[src/rtl/wave_capture.sv]
// Captures 256 audio samples into the half of the display RAM not being shown,
// arming on a positive-going zero crossing (or auto-timeout) and flipping halves in vblank.
module wave_capture #(
    parameter int unsigned SAMPLE_WIDTH = 16,
    parameter int unsigned AUTO_TIMEOUT = 1024
) (
    input  logic                    clk,
    input  logic                    reset,
    input  logic                    new_sample_ready,
    input  logic [SAMPLE_WIDTH-1:0] new_sample_in,
    input  logic                    wave_display_idle,
    output logic [8:0]              write_address,
    output logic                    write_enable,
    output logic [7:0]              write_sample,
    output logic                    read_index
);

    localparam int unsigned TW      = (AUTO_TIMEOUT > 1) ? $clog2(AUTO_TIMEOUT) : 1;
    localparam int unsigned TO_LAST = (AUTO_TIMEOUT == 0) ? 0 : AUTO_TIMEOUT - 1;
    localparam bit          AUTO_EN = (AUTO_TIMEOUT != 0);

    generate
        if (SAMPLE_WIDTH < 8) begin : g_bad_width
            $error("wave_capture: SAMPLE_WIDTH must be >= 8");
        end
        if (SAMPLE_WIDTH > 8) begin : g_lsbs
            logic w_unused_lsbs;
            assign w_unused_lsbs = ^new_sample_in[SAMPLE_WIDTH-9:0];
        end
    endgenerate

    typedef enum logic [1:0] {
        ST_ARMED  = 2'd0,
        ST_ACTIVE = 2'd1,
        ST_WAIT   = 2'd2
    } state_t;

    state_t        r_state;
    logic [7:0]    r_count;
    logic [TW-1:0] r_tcnt;
    logic          r_prev_neg;
    logic          r_idle_d;

    logic       w_msb;
    logic [7:0] w_conv;
    logic       w_crossing;
    logic       w_timeout;
    logic       w_idle_rise;

    // Top 8 bits of the signed sample re-biased to offset binary for the display.
    assign w_msb       = new_sample_in[SAMPLE_WIDTH-1];
    assign w_conv      = {~w_msb, new_sample_in[SAMPLE_WIDTH-2:SAMPLE_WIDTH-8]};
    assign w_crossing  = r_prev_neg & ~w_msb;
    assign w_timeout   = AUTO_EN && (r_tcnt == TW'(TO_LAST));
    assign w_idle_rise = wave_display_idle & ~r_idle_d;

    always_ff @(posedge clk or negedge reset) begin
        if (!reset) begin
            r_state       <= ST_ARMED;
            r_count       <= 8'd0;
            r_tcnt        <= '0;
            r_prev_neg    <= 1'b0;
            r_idle_d      <= 1'b0;
            read_index    <= 1'b0;
            write_enable  <= 1'b0;
            write_address <= 9'd0;
            write_sample  <= 8'd0;
        end else begin
            write_enable <= 1'b0;
            r_idle_d     <= wave_display_idle;
            if (new_sample_ready) begin
                r_prev_neg <= w_msb;
            end

            case (r_state)
                ST_ARMED: begin
                    if (new_sample_ready) begin
                        if (w_crossing || w_timeout) begin
                            write_enable  <= 1'b1;
                            write_address <= {~read_index, 8'd0};
                            write_sample  <= w_conv;
                            r_count       <= 8'd1;
                            r_tcnt        <= '0;
                            r_state       <= ST_ACTIVE;
                        end else begin
                            r_tcnt <= r_tcnt + TW'(1);
                        end
                    end
                end
                ST_ACTIVE: begin
                    if (new_sample_ready) begin
                        write_enable  <= 1'b1;
                        write_address <= {~read_index, r_count};
                        write_sample  <= w_conv;
                        r_count       <= r_count + 8'd1;
                        if (r_count == 8'd255) begin
                            r_state <= ST_WAIT;
                        end
                    end
                end
                ST_WAIT: begin
                    // Flip only at the start of a blank period, never mid-blank.
                    if (w_idle_rise) begin
                        read_index <= ~read_index;
                        r_tcnt     <= '0;
                        r_state    <= ST_ARMED;
                    end
                end
                default: begin
                    r_state <= ST_ARMED;
                end
            endcase
        end
    end

endmodule

[config.mk]
export PLATFORM = sky130hd
export DESIGN_NAME = wave_capture
export DESIGN_NICKNAME = d
export VERILOG_FILES = /design/src/rtl/wave_capture.sv
export SDC_FILE = /design/constraint.sdc
export NUM_CORES = 1
export LEC_CHECK = 0
export ABC_AREA = 1
export BUFFER_PORTS_ARGS = -buffer_cell sky130_fd_sc_hd__buf_4
export CAP_MARGIN = 0
export CORE_ASPECT_RATIO = 0.5
export CORE_MARGIN = 4
export CORE_UTILIZATION = 49
export CTS_CLUSTER_SIZE = 16
export DETAILED_ROUTE_END_ITERATION = 8
export PLACE_DENSITY = 0.75
export SLEW_MARGIN = 25
export SYNTH_ARGS = -nofsm -noshare
export SYNTH_HDL_FRONTEND = slang
export SYNTH_SLANG_ARGS = --single-unit
[constraint.sdc]
create_clock -name clk -period 1.49 [get_ports clk]
set_input_delay 0.298 -clock clk [delete_from_list [all_inputs] [get_ports clk]]
set_output_delay 0.298 -clock clk [all_outputs]
set_load 0.02 [all_outputs]
==> summary.log, run 1 <==
[worst_setup_path] kind of end point of the critical path flop
[hold_path] Worst Hold Launch wave_display_idle
[route] Pre-antenna DRT Iters 4
[route] total via count in the routed design 1784
[pwr] power share of the sequential group 34.4%
[hold_path] worst hold endpoint r_idle_d
[pwr] total power 4700 uW
[pwr] leak pwr 0.00137 uW
[floorplanning] io pins 39
[global_route] GRT Resource Usage Total 16.7%
[place] DP HPWL 2.73 mm
[cts] number of clock sinks seen by CTS 41
[worst_setup_path] Worst Path Required 1.69 ns
[hold_path] Worst Hold Path Cells 1
[worst_setup_path] Critical R2R Capture write_address[3]
[layout] commonest non-fill, non-tap cells in the layout nand2_1 (79), buf_4 (39), dfrtp_1 (39), nor2_1 (25), nand2_2 (21)
[cts] deepest level of the CTS H-tree 2
[worst_setup_path] Reg2Reg Depth 9
[route] remaining design rule violation count 0
[sta] Hold Violations, Final 0
[global_route] wire length of the first global-routing pass 6.76 mm
[sta] setup repair after global routing missed its margin true
[layout] count of non-filler cells in the finished layout 358
[synth] register bit count reported by yosys 41
[hold_path] worst min path class input pin to flop
[layout] count of nets after finishing 325
[run_status] outcome complete, but fails checks
[global_route] remaining global-route overflow 0
[layout] most frequent standard cell in the layout excluding fill and tap cells nand2_1
[floorplanning] Die Width 98.0 um
[route] average wire length per cell after detail routing 13.0 um
[sta] slew at the pin closest to its max-slew limit 0.512 ns
[cts] clock transition at the register clock pins on the worst setup and hold paths after CTS 0.08 ns
[route] number of nets with antenna violations after detailed routing 0
[pwr] cell-internal power 2890 uW
[cts] CTS Root Buffer Type clkbuf_8
[worst_setup_path] kind of launch point of the worst setup path flop
[layout] layout cells sized above 1 32.9%
[worst_setup_path] data arrival time of the critical path 1.69 ns
[route] detailed-route wire length 4.65 mm
[cts] maximum buffer depth of the clock tree 2
[pwr] logic gate share of total power 45.6%
[global_route] maximum number of pins on one net before global-route repair 42
[synth] synthesized netlist net count 277
[sta] fin crit period 1.49 ns
[global_route] number of global-route vias before repair 1598
[sta] final max-slew violation count 0
[place] global placement routability congestion 0.867
[synth] total standard cell area after synthesis 1980 um2
[place] dpl cells 339
[run_status] violated checks setup timing
[layout] Syn-to-layout area delta 37.3%
[cts] clock tree from TritonCTS yes
[sta] worst clock skew 0.00928 ns
[sta] Worst Setup Slack, final -0.00144 ns
[pwr] portion of total power attributed to the clock network 20.0%
[synth] post-synthesis sequential area ratio 51.7%
[sta] Final setup viols 1
[route] 1st-iter DRT viols 64
[worst_setup_path] reg-to-reg setup timing slack -0.001 ns
[floorplanning] total core area 3900 um2
[floorplanning] Die Y 53.0 um
[cts] clock latency on the worst-skew pair 0.30 ns
[worst_setup_path] critical path fanouts, max 8
[synth] number of cells produced by synthesis 255
[job] MaxCap Viol Count 0
[layout] # fillers 304
[route] DR vias/cell 4.98
[pwr] Worst IR Drop VDD 1040 uV
[floorplanning] Row Count 16
[sta] post-route fraction of the period consumed by the critical path 100%
[layout] Inserted Diodes 0
[sta] worst slew margin relative to its limit 65.8%
[floorplanning] DIE AREA 5190 um2
[cts] clock buffer count from CTS 5
[pwr] Switching Fraction 38.6%
[floorplanning] starting utilization of the core area 50.8%
[sta] timing-limited maximum frequency 670 MHz
[pwr] switching component of the power 1810 uW
[worst_setup_path] type of the worst setup path flop to flop
[global_route] antenna violations before repair 0
[pwr] power density cells 1730 nW/um2
[synth] synth unique cells 26
[synth] synth warn 0
[place] worst slack, placed -0.0172 ns
[place] count of input and output buffers 30
[synth] mean cell area of the mapped netlist 7.78 um2
[worst_setup_path] RR Startpoint r_tcnt[1]
-- how the worst max path moves through the flow --
stage          startpoint               end  cells past startpoint
6_report        r_tcnt[1]  write_address[3]                      9
5_1_grt         r_tcnt[1]  write_address[4]                      8
4_1_cts         r_tcnt[1]   write_sample[5]                      9
3_5_place_dp    r_tcnt[1]   write_sample[5]                      9
3_3_place_gp    r_tcnt[1]        r_count[0]                      9
2_1_floorplan   r_tcnt[0]  write_address[0]                     10
-- critical path, cell delays in order (launching register included) --
cell,delay (ns)
dfrtp_1,0.37
ha_2,0.20
nand2_2,0.07
nor2_4,0.14
nand3_4,0.10
nand3_4,0.13
nand2_8,0.08
clkbuf_16,0.18
nand2_2,0.05
o21ai_1,0.05
-- sequential cells by signal, summed over array words and instances (netlist names) --
| signal | flops |
|---|---|
| write_enable | 1 |
| r_prev_neg | 1 |
| write_address | 9 |
| r_state | 2 |
| r_count | 8 |
| r_tcnt | 10 |
| r_idle_d | 1 |
| write_sample | 8 |
| read_index | 1 |
-- power groups by stage --
stage,Clock [uW],Combinational [uW],Sequential (uW)
after floorplan,0,818,1770
after global placement,0,1500,1590
after detailed placement,0,1550,1600
after CTS,946,1600,1580
after global routing,1000,2330,1660
final,940,2140,1620
-- metrics by stage --
| stage | util, % | instance area (um2) | hold WS (ns) | setup TNS, ns |
|---|---|---|---|---|
| 2_1_floorplan | - | 1980 | 0.00241 | 0 |
| 3_3_place_gp | 59.0 | 2300 | 0.308 | 0 |
| 3_5_place_dp | 59.0 | 2300 | 0.311 | -0.0250 |
| 4_1_cts | 62.6 | 2440 | 0.114 | 0 |
| 5_1_grt | 69.7 | 2720 | 0.101 | -1.67 |
| 6_report | 69.7 | 2720 | 0.114 | -0.00144 |
-- timing repair --
item                                    in CTS  in global routing
hold buffers                                 1                  0
setup buffers                                2                  4
resized for setup                            0                 48
pin swaps                                    0                 10
gates cloned                                 0                  4
endpoints found under the setup margin      16                 34
endpoints found under the hold margin       41                  0
-- layout make-up --
type | count | area (um2) | area share, %
repair buffers | 48 | 452 | 16.6
multi-input cells | 184 | 972 | 35.7
clock inverters | 1 | 30.0 | 1.10
flip-flops and latches | 41 | 1030 | 37.8
clock buffers | 7 | 86.3 | 3.17
inverters | 23 | 86.3 | 3.17
well taps | 54 | 67.6 | 2.48
-- Yosys cell counts --
master,n,share of area (%)
xor2_1,3,1.3
nor2_2,2,0.63
nand3_1,10,2.5
a21oi_1,2,0.50
and2_1,1,0.32
o21ai_0,3,0.76
inv_1,20,3.8
nand2_2,1,0.32
buf_2,4,1.0
nand4_1,2,0.63
or2_2,1,0.32
o21ai_1,16,4.0
nand3_2,2,1.0
xnor2_1,2,0.88
a21o_1,1,0.38
nor3_1,1,0.25
dfrtp_1,41,52
inv_2,3,0.57
buf_4,1,0.38
or2_1,1,0.32
nor2_1,28,5.3
nand3b_1,2,0.76
ha_1,2,1.3
nand2_1,103,19
o21bai_1,1,0.38
buf_6,2,1.1
-- cells by family (layout without fill, tap and decap cells) --
| group | after synthesis | count (layout) | share of synthesized area [%] |
|---|---|---|---|
| AND/OR/NAND/NOR | 154 | 154 | 31.9 |
| buffers and inverters | 30 | 79 | 6.88 |
| flip-flops | 41 | 41 | 51.7 |
| AO/OA/AOI/OAI | 23 | 23 | 6.06 |
| XOR/XNOR | 5 | 5 | 2.21 |
| adder cells (fa/ha/maj) | 2 | 2 | 1.26 |
-- routing by layer --
metal / wire length [um] / share of wire (%) / track usage (%)
met1: 2060 / 44 / 19.3
met2: 2360 / 51 / 30.3
met3: 187 / 4.0 / 4.21
met4: 44 / 0.95 / 7.36
met5: 0 / 0 / 0
No activity file was read; power rests on OpenSTA's default activity.
==> run 2, diff against run 1 <==
Settings changed: CORE_UTILIZATION 49 to 54, PLACE_DENSITY 0.75 to 0.78.
Clock period 1.49 ns to 1.4 ns, I/O delays scaled along.
==> run 2 against run 1 <==
Against the previous run:
- the run still ends with setup timing left
- die area shrank 8.2%
- flip-flop and latch count is the same
- largest cell class unchanged
- clock power grew 2.9%
- sequential share of layout area grew 0.74 points
- combinational power grew 4%
- critical path depth grew 1
- highest routed layer unchanged
- clock skew shrank 0.0052 ns
==> summary.log, run 2 (synthesized netlist as in run 1, its figures left out) <==
[worst_setup_path] kind of launch point of the worst setup path flop
[route] Pre-antenna DRT Iters 4
[global_route] wire length of the first global-routing pass 7.45 mm
[layout] most frequent standard cell in the layout excluding fill and tap cells nand2_1
[layout] finished layout cell area 2670 um2
[sta] setup repair after global routing missed its margin true
[global_route] GRT Resource Usage Total 20.1%
[sta] Worst Setup Slack, final -0.0446 ns
[layout] commonest non-fill, non-tap cells in the layout nand2_1 (87), buf_4 (42), dfrtp_1 (39), nor2_1 (22), inv_1 (20)
[floorplanning] DIE AREA 4760 um2
[sta] post-route fraction of the period consumed by the critical path 103%
[place] total placed instance area 2370 um2
[route] DR vias/cell 4.96
[layout] flip-flop count of the largest register after layout 10
[floorplanning] starting utilization of the core area 56.8%
[place] global placement routability congestion 0.835
[job] MaxCap Viol Count 0
[worst_setup_path] data arrival time of the critical path 1.64 ns
[place] worst slack, placed -0.0575 ns
[sta] worst clock skew 0.00412 ns
[run_status] violated checks setup timing
[sta] slew at the pin closest to its max-slew limit 0.515 ns
[sta] fin crit period 1.44 ns
[cts] number of clock sinks seen by CTS 41
[floorplanning] io pins 39
[route] remaining design rule violation count 0
[cts] maximum buffer depth of the clock tree 2
[worst_setup_path] Slowest Stage Delay on Critical Path 0.37 ns
[run_status] outcome complete, but fails checks
[cts] clock tree from TritonCTS yes
[layout] register with the highest flop count r_tcnt
[hold_path] worst min path class input pin to flop
[layout] Syn-to-layout area delta 34.6%
[global_route] number of global-route vias before repair 1698
[route] detailed-route wire length 4.37 mm
[route] 1st-iter DRT viols 50
[worst_setup_path] critical path fanouts, max 3
[sta] worst slew margin relative to its limit 65.6%
[pwr] power density cells 1840 nW/um2
[worst_setup_path] CP max stage cell dfrtp_1
[worst_setup_path] Worst Path Required 1.60 ns
[cts] CTS Root Buffer Type clkbuf_8
[worst_setup_path] CP Cell Sequence ha_2 > nand2_2 > nor2_4 > nand3_4 > nand3_4 > buf_4 > buf_6 > nand3_2 > nand2_1 > nand2_1
[global_route] remaining global-route overflow 0
[worst_setup_path] type of the worst setup path flop to flop
[sta] Hold Violations, Final 0
[route] number of nets with antenna violations after detailed routing 0
[cts] clock transition at the register clock pins on the worst setup and hold paths after CTS 0.08 ns
[floorplanning] total core area 3490 um2
[layout] biggest registers after layout r_tcnt: 10 flops, write_address: 9 flops
[global_route] antenna violations before repair 0
[sta] Final setup viols 26
[floorplanning] Row Count 15
[sta] final max-slew violation count 0
[place] DP HPWL 2.74 mm
[floorplanning] Die Width 93.7 um
[place] count of input and output buffers 30
[pwr] total power 4920 uW
[pwr] leak pwr 0.00135 uW
[cts] clock buffer count from CTS 5
[route] average wire length per cell after detail routing 12.3 um
[cts] deepest level of the CTS H-tree 2
[layout] layout cells sized above 1 30.5%
[pwr] Worst IR Drop VDD 1090 uV
[floorplanning] Die Y 50.9 um
[layout] count of nets after finishing 326
[worst_setup_path] kind of end point of the critical path flop
[route] total via count in the routed design 1764
[global_route] maximum number of pins on one net before global-route repair 42
[cts] clock latency on the worst-skew pair 0.30 ns
[layout] Inserted Diodes 0
[sta] timing-limited maximum frequency 692 MHz
==> run 2: cell count changes in the layout (fill, tap and decap cells not counted), sizes merged <==
cell and change:
clkbuf -4, clkinvlp +1, buf +3, clkinv +1
==> run 2: metal layers <==
layer | share of wire, % | routed length (um) | vias to the layer above | track usage (%)
met1 | 45 | 1990 | 837 | 25.5
met2 | 49 | 2160 | 31 | 32.8
li1 | - | - | 887 | -
met3 | 3.5 | 152 | 9 | 5.88
met5 | 0 | 0 | - | 0
met4 | 1.6 | 70 | 0 | 8.39
==> run 2: timing repair <==
item,4_1_cts,5_1_grt
buffers inserted,1,2
setup endpoints to repair,29,35
hold buffers,1,0
hold endpoints to repair,41,0
gates resized for setup,13,21
gates cloned,1,1
pin swaps,4,6
==> run 2: final timing paths <==
kind / depth (start not counted) / slack [ns] / from / endpoint
max reg2reg: 10 / -0.04 / r_tcnt[1] / r_state[0]
max: 10 / -0.04 / r_tcnt[1] / r_state[0]
max in group asynchronous: 2 / 0.53 / reset / r_state[0]
min in group asynchronous: 2 / 0.48 / reset / r_tcnt[1]
min: 1 / 0.09 / wave_display_idle / r_idle_d
min reg2reg: 2 / 0.49 / write_address[3] / write_address[3]
==> run 2: cell type report <==
type	instances	area, um2
Sequential cell	41	1030
Multi-Input combinational cell	184	925
Clock buffer	5	68.8
Inverter	23	88.8
Timing Repair Buffer	49	449
Fill cell	245	821
Clock inverter	3	46.3
Tap cell	51	63.8
==> run 2: critical path: cells and delay by family (launching register included) <==
kind          cells  cell delay [ns]
simple gates      7             0.58
buf+inv           2             0.21
fa+ha+maj         1             0.19
flops             1             0.37
==> run 2: power breakdown <==
part	total, uW	switching (uW)	leakage (uW)	internal [uW]
Clock	967	434	0.0000543	533
Sequential	1720	237	0.000540	1480
Combinational	2230	1220	0.000754	1010
==> run 2: metrics by stage <==
| stage | hold WS [ns] | setup TNS, ns | std cells | utilization, % |
|---|---|---|---|---|
| global route | 0.0720 | -3.38 | 356 | 76.5 |
| detailed placement | 0.287 | -0.865 | 343 | 67.9 |
| global placement | 0.282 | -0.00161 | 343 | 67.9 |
| CTS | 0.0753 | -0.767 | 354 | 73.5 |
| finish | 0.0874 | -0.560 | 356 | 76.5 |
| floorplan | -0.0156 | -0.307 | 255 | - |
